`src/rtl/rotator_share_if.sv`:
```
// rotator_share_if: requester/result bundle between the two requesters, the result consumer and rotator_share_ctrl.
interface rotator_share_if;
    logic        req0, req1, dir0, dir1;
    logic [3:0]  amt0, amt1;
    logic [15:0] data0, data1;
    logic        gnt0, gnt1;
    logic [15:0] res;
    logic        res_vld, res_id, res_rdy, busy;

    modport master (
        output req0, req1, dir0, dir1, amt0, amt1, data0, data1, res_rdy,
        input  gnt0, gnt1, res, res_vld, res_id, busy
    );

    modport slave (
        input  req0, req1, dir0, dir1, amt0, amt1, data0, data1, res_rdy,
        output gnt0, gnt1, res, res_vld, res_id, busy
    );
endinterface

```
`src/rtl/rotator_share_ctrl.sv`:
```
// rotator_share_ctrl: round-robin sharing of one 16-bit rotate-right mux tree between two requesters,
// with a programmable settle time before capture and a back-pressurable result port.
module rotator_share_ctrl #(
    parameter int SETTLE_CYC = 2
) (
    input logic            clk,
    input logic            rst_n,
    rotator_share_if.slave bus
);
    typedef enum logic [1:0] {IDLE, SETTLE, HOLD} state_t;

    state_t      state_q, state_d;
    logic [3:0]  cnt_q, cnt_d, sel_q, sel_d;
    logic [15:0] opnd_q, opnd_d, res_q, res_d, rot;
    logic        owner_q, owner_d, last_q, last_d, vld_q, vld_d, id_q, id_d;
    logic        win, gnt0, gnt1;

    assign rot = 16'({opnd_q, opnd_q} >> sel_q);
    // a tie goes to whoever did not win last time; a lone request always wins
    assign win = (bus.req0 & bus.req1) ? ~last_q : bus.req1;

    always_comb begin
        state_d = state_q;
        cnt_d   = cnt_q;
        sel_d   = sel_q;
        opnd_d  = opnd_q;
        owner_d = owner_q;
        last_d  = last_q;
        res_d   = res_q;
        vld_d   = vld_q;
        id_d    = id_q;
        gnt0    = 1'b0;
        gnt1    = 1'b0;
        unique case (state_q)
            IDLE: if (bus.req0 | bus.req1) begin
                gnt0    = ~win;
                gnt1    = win;
                opnd_d  = win ? bus.data1 : bus.data0;
                // left by n is right by (16-n) mod 16
                sel_d   = win ? (bus.dir1 ? -bus.amt1 : bus.amt1) : (bus.dir0 ? -bus.amt0 : bus.amt0);
                owner_d = win;
                last_d  = win;
                cnt_d   = 4'(SETTLE_CYC - 1);
                state_d = SETTLE;
            end
            SETTLE: if (cnt_q != 4'd0) begin
                cnt_d = cnt_q - 4'd1;
            end else begin
                res_d   = rot;
                id_d    = owner_q;
                vld_d   = 1'b1;
                state_d = HOLD;
            end
            HOLD: if (bus.res_rdy) begin
                vld_d   = 1'b0;
                state_d = IDLE;
            end
            default: state_d = IDLE;
        endcase
    end

    always_ff @(posedge clk or negedge rst_n) begin
        if (!rst_n) begin
            state_q <= IDLE;
            cnt_q   <= '0;
            sel_q   <= '0;
            opnd_q  <= '0;
            owner_q <= 1'b0;
            last_q  <= 1'b1;
            res_q   <= '0;
            vld_q   <= 1'b0;
            id_q    <= 1'b0;
        end else begin
            state_q <= state_d;
            cnt_q   <= cnt_d;
            sel_q   <= sel_d;
            opnd_q  <= opnd_d;
            owner_q <= owner_d;
            last_q  <= last_d;
            res_q   <= res_d;
            vld_q   <= vld_d;
            id_q    <= id_d;
        end
    end

    assign bus.gnt0    = gnt0 & rst_n;
    assign bus.gnt1    = gnt1 & rst_n;
    assign bus.res     = res_q;
    assign bus.res_vld = vld_q;
    assign bus.res_id  = id_q;
    assign bus.busy    = state_q != IDLE;
endmodule

```
`src/flat_wrapper.sv`:
```
// flat-port wrapper written by rule: the top's interface ports become plain ports
module rotator_share_ctrl_flat 
#(
    parameter int SETTLE_CYC = 2
)
  (clk, rst_n, bus_req0, bus_req1, bus_dir0, bus_dir1, bus_amt0, bus_amt1, bus_data0, bus_data1, bus_res_rdy, bus_gnt0, bus_gnt1, bus_res, bus_res_vld, bus_res_id, bus_busy);
  rotator_share_if bus_i ();
  input logic clk;
  input logic rst_n;
  input wire logic [$bits(bus_i.req0)-1:0] bus_req0;
  input wire logic [$bits(bus_i.req1)-1:0] bus_req1;
  input wire logic [$bits(bus_i.dir0)-1:0] bus_dir0;
  input wire logic [$bits(bus_i.dir1)-1:0] bus_dir1;
  input wire logic [$bits(bus_i.amt0)-1:0] bus_amt0;
  input wire logic [$bits(bus_i.amt1)-1:0] bus_amt1;
  input wire logic [$bits(bus_i.data0)-1:0] bus_data0;
  input wire logic [$bits(bus_i.data1)-1:0] bus_data1;
  input wire logic [$bits(bus_i.res_rdy)-1:0] bus_res_rdy;
  output wire logic [$bits(bus_i.gnt0)-1:0] bus_gnt0;
  output wire logic [$bits(bus_i.gnt1)-1:0] bus_gnt1;
  output wire logic [$bits(bus_i.res)-1:0] bus_res;
  output wire logic [$bits(bus_i.res_vld)-1:0] bus_res_vld;
  output wire logic [$bits(bus_i.res_id)-1:0] bus_res_id;
  output wire logic [$bits(bus_i.busy)-1:0] bus_busy;
  assign bus_i.req0 = bus_req0;
  assign bus_i.req1 = bus_req1;
  assign bus_i.dir0 = bus_dir0;
  assign bus_i.dir1 = bus_dir1;
  assign bus_i.amt0 = bus_amt0;
  assign bus_i.amt1 = bus_amt1;
  assign bus_i.data0 = bus_data0;
  assign bus_i.data1 = bus_data1;
  assign bus_i.res_rdy = bus_res_rdy;
  assign bus_gnt0 = bus_i.gnt0;
  assign bus_gnt1 = bus_i.gnt1;
  assign bus_res = bus_i.res;
  assign bus_res_vld = bus_i.res_vld;
  assign bus_res_id = bus_i.res_id;
  assign bus_busy = bus_i.busy;
  rotator_share_ctrl #(.SETTLE_CYC(SETTLE_CYC)) u_core (.clk(clk), .rst_n(rst_n), .bus(bus_i));
endmodule
```
`config.mk`:
```
export PLATFORM = sky130hd
export DESIGN_NAME = rotator_share_ctrl_flat
export DESIGN_NICKNAME = d
export VERILOG_FILES = /design/src/rtl/rotator_share_if.sv /design/src/rtl/rotator_share_ctrl.sv /design/src/flat_wrapper.sv
export SDC_FILE = /design/constraint.sdc
export NUM_CORES = 1
export LEC_CHECK = 0
export CELL_PAD_IN_SITES_DETAIL_PLACEMENT = 1
export CELL_PAD_IN_SITES_GLOBAL_PLACEMENT = 1
export CORE_UTILIZATION = 38
export DETAILED_ROUTE_END_ITERATION = 10
export PLACE_DENSITY = 0.77
export SLEW_MARGIN = 20
export SYNTH_ARGS = -nofsm -noshare
export SYNTH_HDL_FRONTEND = slang
export SYNTH_SLANG_ARGS = --single-unit
```
`constraint.sdc`:
```
create_clock -name clk -period 2.4 [get_ports clk]
set_clock_uncertainty 0.15 [all_clocks]
set_input_delay 0.48 -clock clk [delete_from_list [all_inputs] [get_ports clk]]
set_output_delay 0.48 -clock clk [all_outputs]
set_load 0.01 [all_outputs]
```
==> flow_summary.ini, run 1 <==
[die]
die_w_um = 88.0
core_area_um2 = 6980
ios = 68
die_area_um2 = 7740
start_util_pct = 40.2
die_y_um = 88.0
num_rows = 30

[global_routing]
antenna_found_initial = 0
grt_pass1_vias = 2457
grt_pass1_wl_um = 12200
grt-ovfl-total = 0
grt_max_degree = 47
globalRouteTotalUtil_pct = 20.6

[logic_synthesis]
async_flop_share_pct = 100
yosysMostFrequentCell = dfrtp_1
post-synth-top-area-cell = dfrtp_1
synth_fp_nets = 321
synth_area_per_cell_um2 = 10.4
yosys.area.top_type_share_pct = 40.1
synthTopCellsByArea = dfrtp_1, mux2i_1, a221o_1
yosys_warnings = 0
yosys-top-cells-count = dfrtp_1, mux2i_1, nand2_1, nor2_1, o22ai_1
synth_edf_count = 0
synth-main-ff-cell = dfrtp_1
synthCells = 271
ys_seq_elements = 46
yosys.cell_types.count = 42
synth_area_um2 = 2810
ys_seq_area_share_pct = 41.0

[timing]
tns_ps = 0
setup_viol = 0
relSlewSlack_pct = 61.1
fin_crit_ps = 2350
slew_viol_final = 0
post-route-period-util_pct = 97.9
finalHoldViolCount = 0
tightest_slew_ps = 584
setup_ws_ps = 50.7
max_freq_ghz = 0.426
rsz0062_at_grt = false

[cells_and_area]
final_util_pct = 53.1
area_growth_pct = 32.0
antenna_cells = 0
nets = 390
drive_above_1_share_pct = 15.2
final.fill_count = 790

[power_and_ir_drop]
ir_drop_uv = 385
power_density_nw_per_um2 = 1320
finalPower_w = 0.00487
p_leak_nw = 1.60

[detailed_routing]
drc = 0
wl_per_cell_um = 16.1
dr.first_iter.drc_count = 146
avgViaCountPerCell = 5.44
dr.pass1.iters = 4
routed-via-count = 2376
drt.antenna.violating_nets = 0
routed_wl_um = 7050

[clock_network]
insertion_delay_ps = 290
cts_tree = done
cts_sinks = 46
clock-root-buffer = clkbuf_8
cts.hold.buffers_added = 0
ctsLongestPathBuffers = 2
cts_buffers = 5
clk_transition_reported_paths_ps = 80
htreeDepth = 2

[worst_setup_path]
crit_path_max_fanout = 4
crit_buf_inv = 2
crit_type = in2out
critPathTopFamily = buffers and inverters
cpMaxStageDelayCell = clkdlybuf4s50_1
arrival_ps = 1720
end_kind = output port
required_ps = 1770
crit_chain = clkdlybuf4s50_1 > a21boi_4 > nor3_2 > and2_1 > dlygate4sd2_1
start_kind = input pin
max_stage_delay_ps = 480

[min_path]
min_path_type = in2async

[placement]
place_congestion = 0.828
dp.final_hpwl_um = 5360
portBuffers = 67
pre_cts_slack_ps = -341

[job]
maxCapViolCount = 0

[status]
outcome = complete, no violations
==> report_power, final <==
| group | switching [W] | total, W | internal, W | leakage, nW |
|---|---|---|---|---|
| Sequential | 0.000381 | 0.00153 | 0.00115 | 0.569 |
| Clock | 0.000247 | 0.000482 | 0.000235 | 0.0455 |
| Combinational | 0.00138 | 0.00286 | 0.00148 | 0.983 |
| Total | 0.00201 | 0.00487 | 0.00287 | 1.60 |
==> path summary, 6_finish.rpt <==
kind,end,slack (ps),start,depth (start not counted)
max in group asynchronous,u_core.opnd_q[1],1550,rst_n,2
min reg2reg,u_core.owner_q,350,u_core.owner_q,1
max reg2reg,u_core.bus.res[6],180,u_core.sel_q[0],3
max,bus_gnt0,50,bus_req1,5
min in group clk,u_core.owner_q,350,u_core.owner_q,1
min,u_core.sel_q[1],130,rst_n,2
==> timing repair <==
item,in CTS,in global routing
setup buffers,2,1
pin swaps,1,0
endpoints found under the setup margin,2,13
gates resized for setup,7,4
==> flip-flops by register name (all words and copies together), names as in the netlist <==
name and flops:
u_core.bus.res 16, u_core.opnd_q 16, u_core.cnt_q 4, u_core.sel_q 4, u_core.state_q 2, u_core.bus.res_id 1, u_core.bus.res_vld 1, u_core.last_q 1
u_core.owner_q 1
==> layer usage <==
layer | vias up | track usage, % | part of all wire, %
met3 | 6 | 3.49 | 2.5
met1 | 1169 | 27.1 | 46
met4 | 0 | 4.92 | 0.96
met2 | 50 | 35.2 | 51
li1 | 1151 | - | -
met5 | - | 0 | 0
==> per-stage QoR <==
| step | hold WS, ps | instance area (um^2) | instances |
|---|---|---|---|
| floorplan | 34.4 | 2810 | 271 |
| global placement | 307 | 3580 | 426 |
| detailed placement | 343 | 3580 | 426 |
| CTS | 162 | 3700 | 436 |
| global route | 192 | 3710 | 437 |
| finish | 131 | 3710 | 437 |
==> layout by cell type (no fill, tap or decap), drive strengths merged <==
| master | count |
|---|---|
| clkdlybuf4s50 | 63 |
| dfrtp | 45 |
| mux2i | 22 |
| nand2 | 18 |
| o22ai | 18 |
| nor2 | 18 |
| a221o | 17 |
| o21ai | 15 |
| mux2 | 15 |
| buf | 15 |
| inv | 12 |
| and2 | 12 |
| clkbuf | 9 |
| nor3 | 8 |
| xnor2 | 6 |
| a222oi | 6 |
| mux4 | 6 |
| nand2b | 4 |
| nand3 | 3 |
| a21o | 3 |
| ha | 3 |
| or2 | 3 |
| nor2b | 3 |
| o31ai | 2 |
| a21oi | 2 |
| a221oi | 2 |
| dlygate4sd2 | 2 |
| a21boi | 1 |
| or3b | 1 |
| nor3b | 1 |
| a22oi | 1 |
| a211oi | 1 |
| nand3b | 1 |
| and3 | 1 |
| or2b | 1 |
| dfstp | 1 |
==> logic make-up after synthesis <==
family	count (synthesis)	synth area share, %
AND/OR/NAND/NOR	74	13.2
AO/OA/AOI/OAI	68	18.1
flip-flops	46	41.0
multiplexers	43	18.8
buffers and inverters	31	5.61
XOR/XNOR	6	1.87
adder cells (fa/ha/maj)	3	1.34
==> cell type report <==
cell class	instances	area, um^2	share of cell area [%]
flip-flops and latches	46	1150	31.1
clock buffers	8	90.1	2.43
well taps	96	120	3.24
inverters	12	45.0	1.22
multi-input cells	194	1520	41.1
repair buffers	81	776	20.9
(Power assumes the default switching activity.)
==> inputs of run 2 (changes only) <==
SKIP_CTS_REPAIR_TIMING = 1   (was default)
==> run 2 against run 1 <==
Setup slack improved by 39 ps. Combinational power barely moved. Via count fell by 0.72%. Highest routed layer unchanged. Sequential share of layout area barely moved. Clock power barely moved. Total power barely moved. Critical endpoint unchanged.
==> flow_summary.ini, run 2 (synthesized netlist as in run 1, its figures left out) <==
[clock_network]
cts_buffers = 5
cts_tree = done
cts_sinks = 46
htreeDepth = 2
insertion_delay_ps = 290
clk_transition_reported_paths_ps = 80
ctsLongestPathBuffers = 2
clock-root-buffer = clkbuf_8

[detailed_routing]
dr_wl_met2_um = 3540
wl_per_cell_um = 16.2
met3_length_um = 178
dr.pass1.iters = 4
routed_wl_um = 7050
drt.antenna.violating_nets = 0
wl_met1_um = 3280
top_layer = met4
dr.first_iter.drc_count = 140
avgViaCountPerCell = 5.42
routed-via-count = 2359
drc = 0

[timing]
tightest_slew_ps = 581
fin_crit_ps = 2310
tns_ps = 0
finalHoldViolCount = 0
rsz0062_at_grt = false
max_freq_ghz = 0.433
relSlewSlack_pct = 61.3
post-route-period-util_pct = 96.2
slew_viol_final = 0
timing.hold.ws_ps = 130
setup_viol = 0

[cells_and_area]
nets = 388
final_common_cell = clkdlybuf4s50_1
final_util_pct = 53.0
area_growth_pct = 31.9
final.fill_count = 790
drive_above_1_share_pct = 14.2
antenna_cells = 0
final_cell_mix = clkdlybuf4s50_1, dfrtp_1, mux2i_1, nand2_1, o22ai_1

[placement]
dp.final_hpwl_um = 5360
place_congestion = 0.828
portBuffers = 67

[min_path]
min_path_type = in2async

[global_routing]
globalRouteTotalUtil_pct = 20.5
grt_pass1_wl_um = 12200
antenna_found_initial = 0
grt-ovfl-total = 0
grt_max_degree = 47
grt_pass1_vias = 2444

[worst_setup_path]
required_ps = 1770
end_kind = output port
reg2reg_depth = 3
crit_type = in2out
start_kind = input pin
arrival_ps = 1680
crit_path_max_fanout = 2

[die]
die_w_um = 88.0
num_rows = 30
die_area_um2 = 7740
die_y_um = 88.0
start_util_pct = 40.2
ios = 68
core_area_um2 = 6980

[status]
outcome = complete, no violations

[power_and_ir_drop]
p_leak_nw = 1.63
ir_drop_uv = 385
power_density_nw_per_um2 = 1320

[job]
maxCapViolCount = 0
[run 2: cell types whose count changed in the layout (fill, tap and decap cells not counted), sizes merged]
cell and change:
dlymetal6s2s +3, buf -2, dlygate4sd2 -2, clkbuf -1
[run 2: worst paths after layout]
kind	startpoint	end	slack, ps
worst min register to register	u_core.owner_q	u_core.owner_q	350
worst min-delay path	rst_n	u_core.sel_q[1]	130
max in group asynchronous	rst_n	u_core.opnd_q[1]	1560
worst max register to register	u_core.sel_q[0]	u_core.bus.res[6]	170
min in group clk	u_core.owner_q	u_core.owner_q	350
worst max-delay path	bus_req1	bus_gnt0	90
[run 2: stage by stage]
step                      std cells  instance area (um^2)  setup slack (ps)  power (W)
after floorplan                 271                  2810               361    0.00344
after global placement          426                  3580              -274    0.00425
after detailed placement        426                  3580              -341    0.00436
after CTS                       434                  3670              -355    0.00487
after global routing            435                  3700              35.8    0.00525
final                           435                  3700              90.2    0.00487
[run 2: critical path, cell delays in order]
cell and delay (ps):
clkdlybuf4s50_1 430, buf_4 150, nor2_1 210, nor3_2 90, and2_1 160, dlymetal6s2s_1 160
[run 2: layout make-up]
type,instances,area (um^2),share of cell area (%)
multi-input combinational,194,1520,41.0
sequential,46,1150,31.1
timing repair buffer,79,776,20.9
tap,96,120,3.24
clock buffer,8,90.1,2.43
inverter,12,45.0,1.22
[run 2: metal layers]
metal	vias to the layer above	global-route usage [%]
li1	1146	-
met2	51	34.8
met1	1158	27.1
met3	4	3.49
met4	0	4.92
met5	-	0
[run 2: where the power goes]
group | internal [W] | switching [W] | leakage, nW
clock | 0.000235 | 0.000247 | 0.0455
sequential | 0.00115 | 0.000381 | 0.569
combinational | 0.00147 | 0.00138 | 1.01
total | 0.00286 | 0.00201 | 1.63
==> inputs of run 3 (changes only) <==
CTS_CLUSTER_SIZE = 24   (was default)
==> results of run 3 <==
Final layout, timing and power as in run 2 (identical DEF).
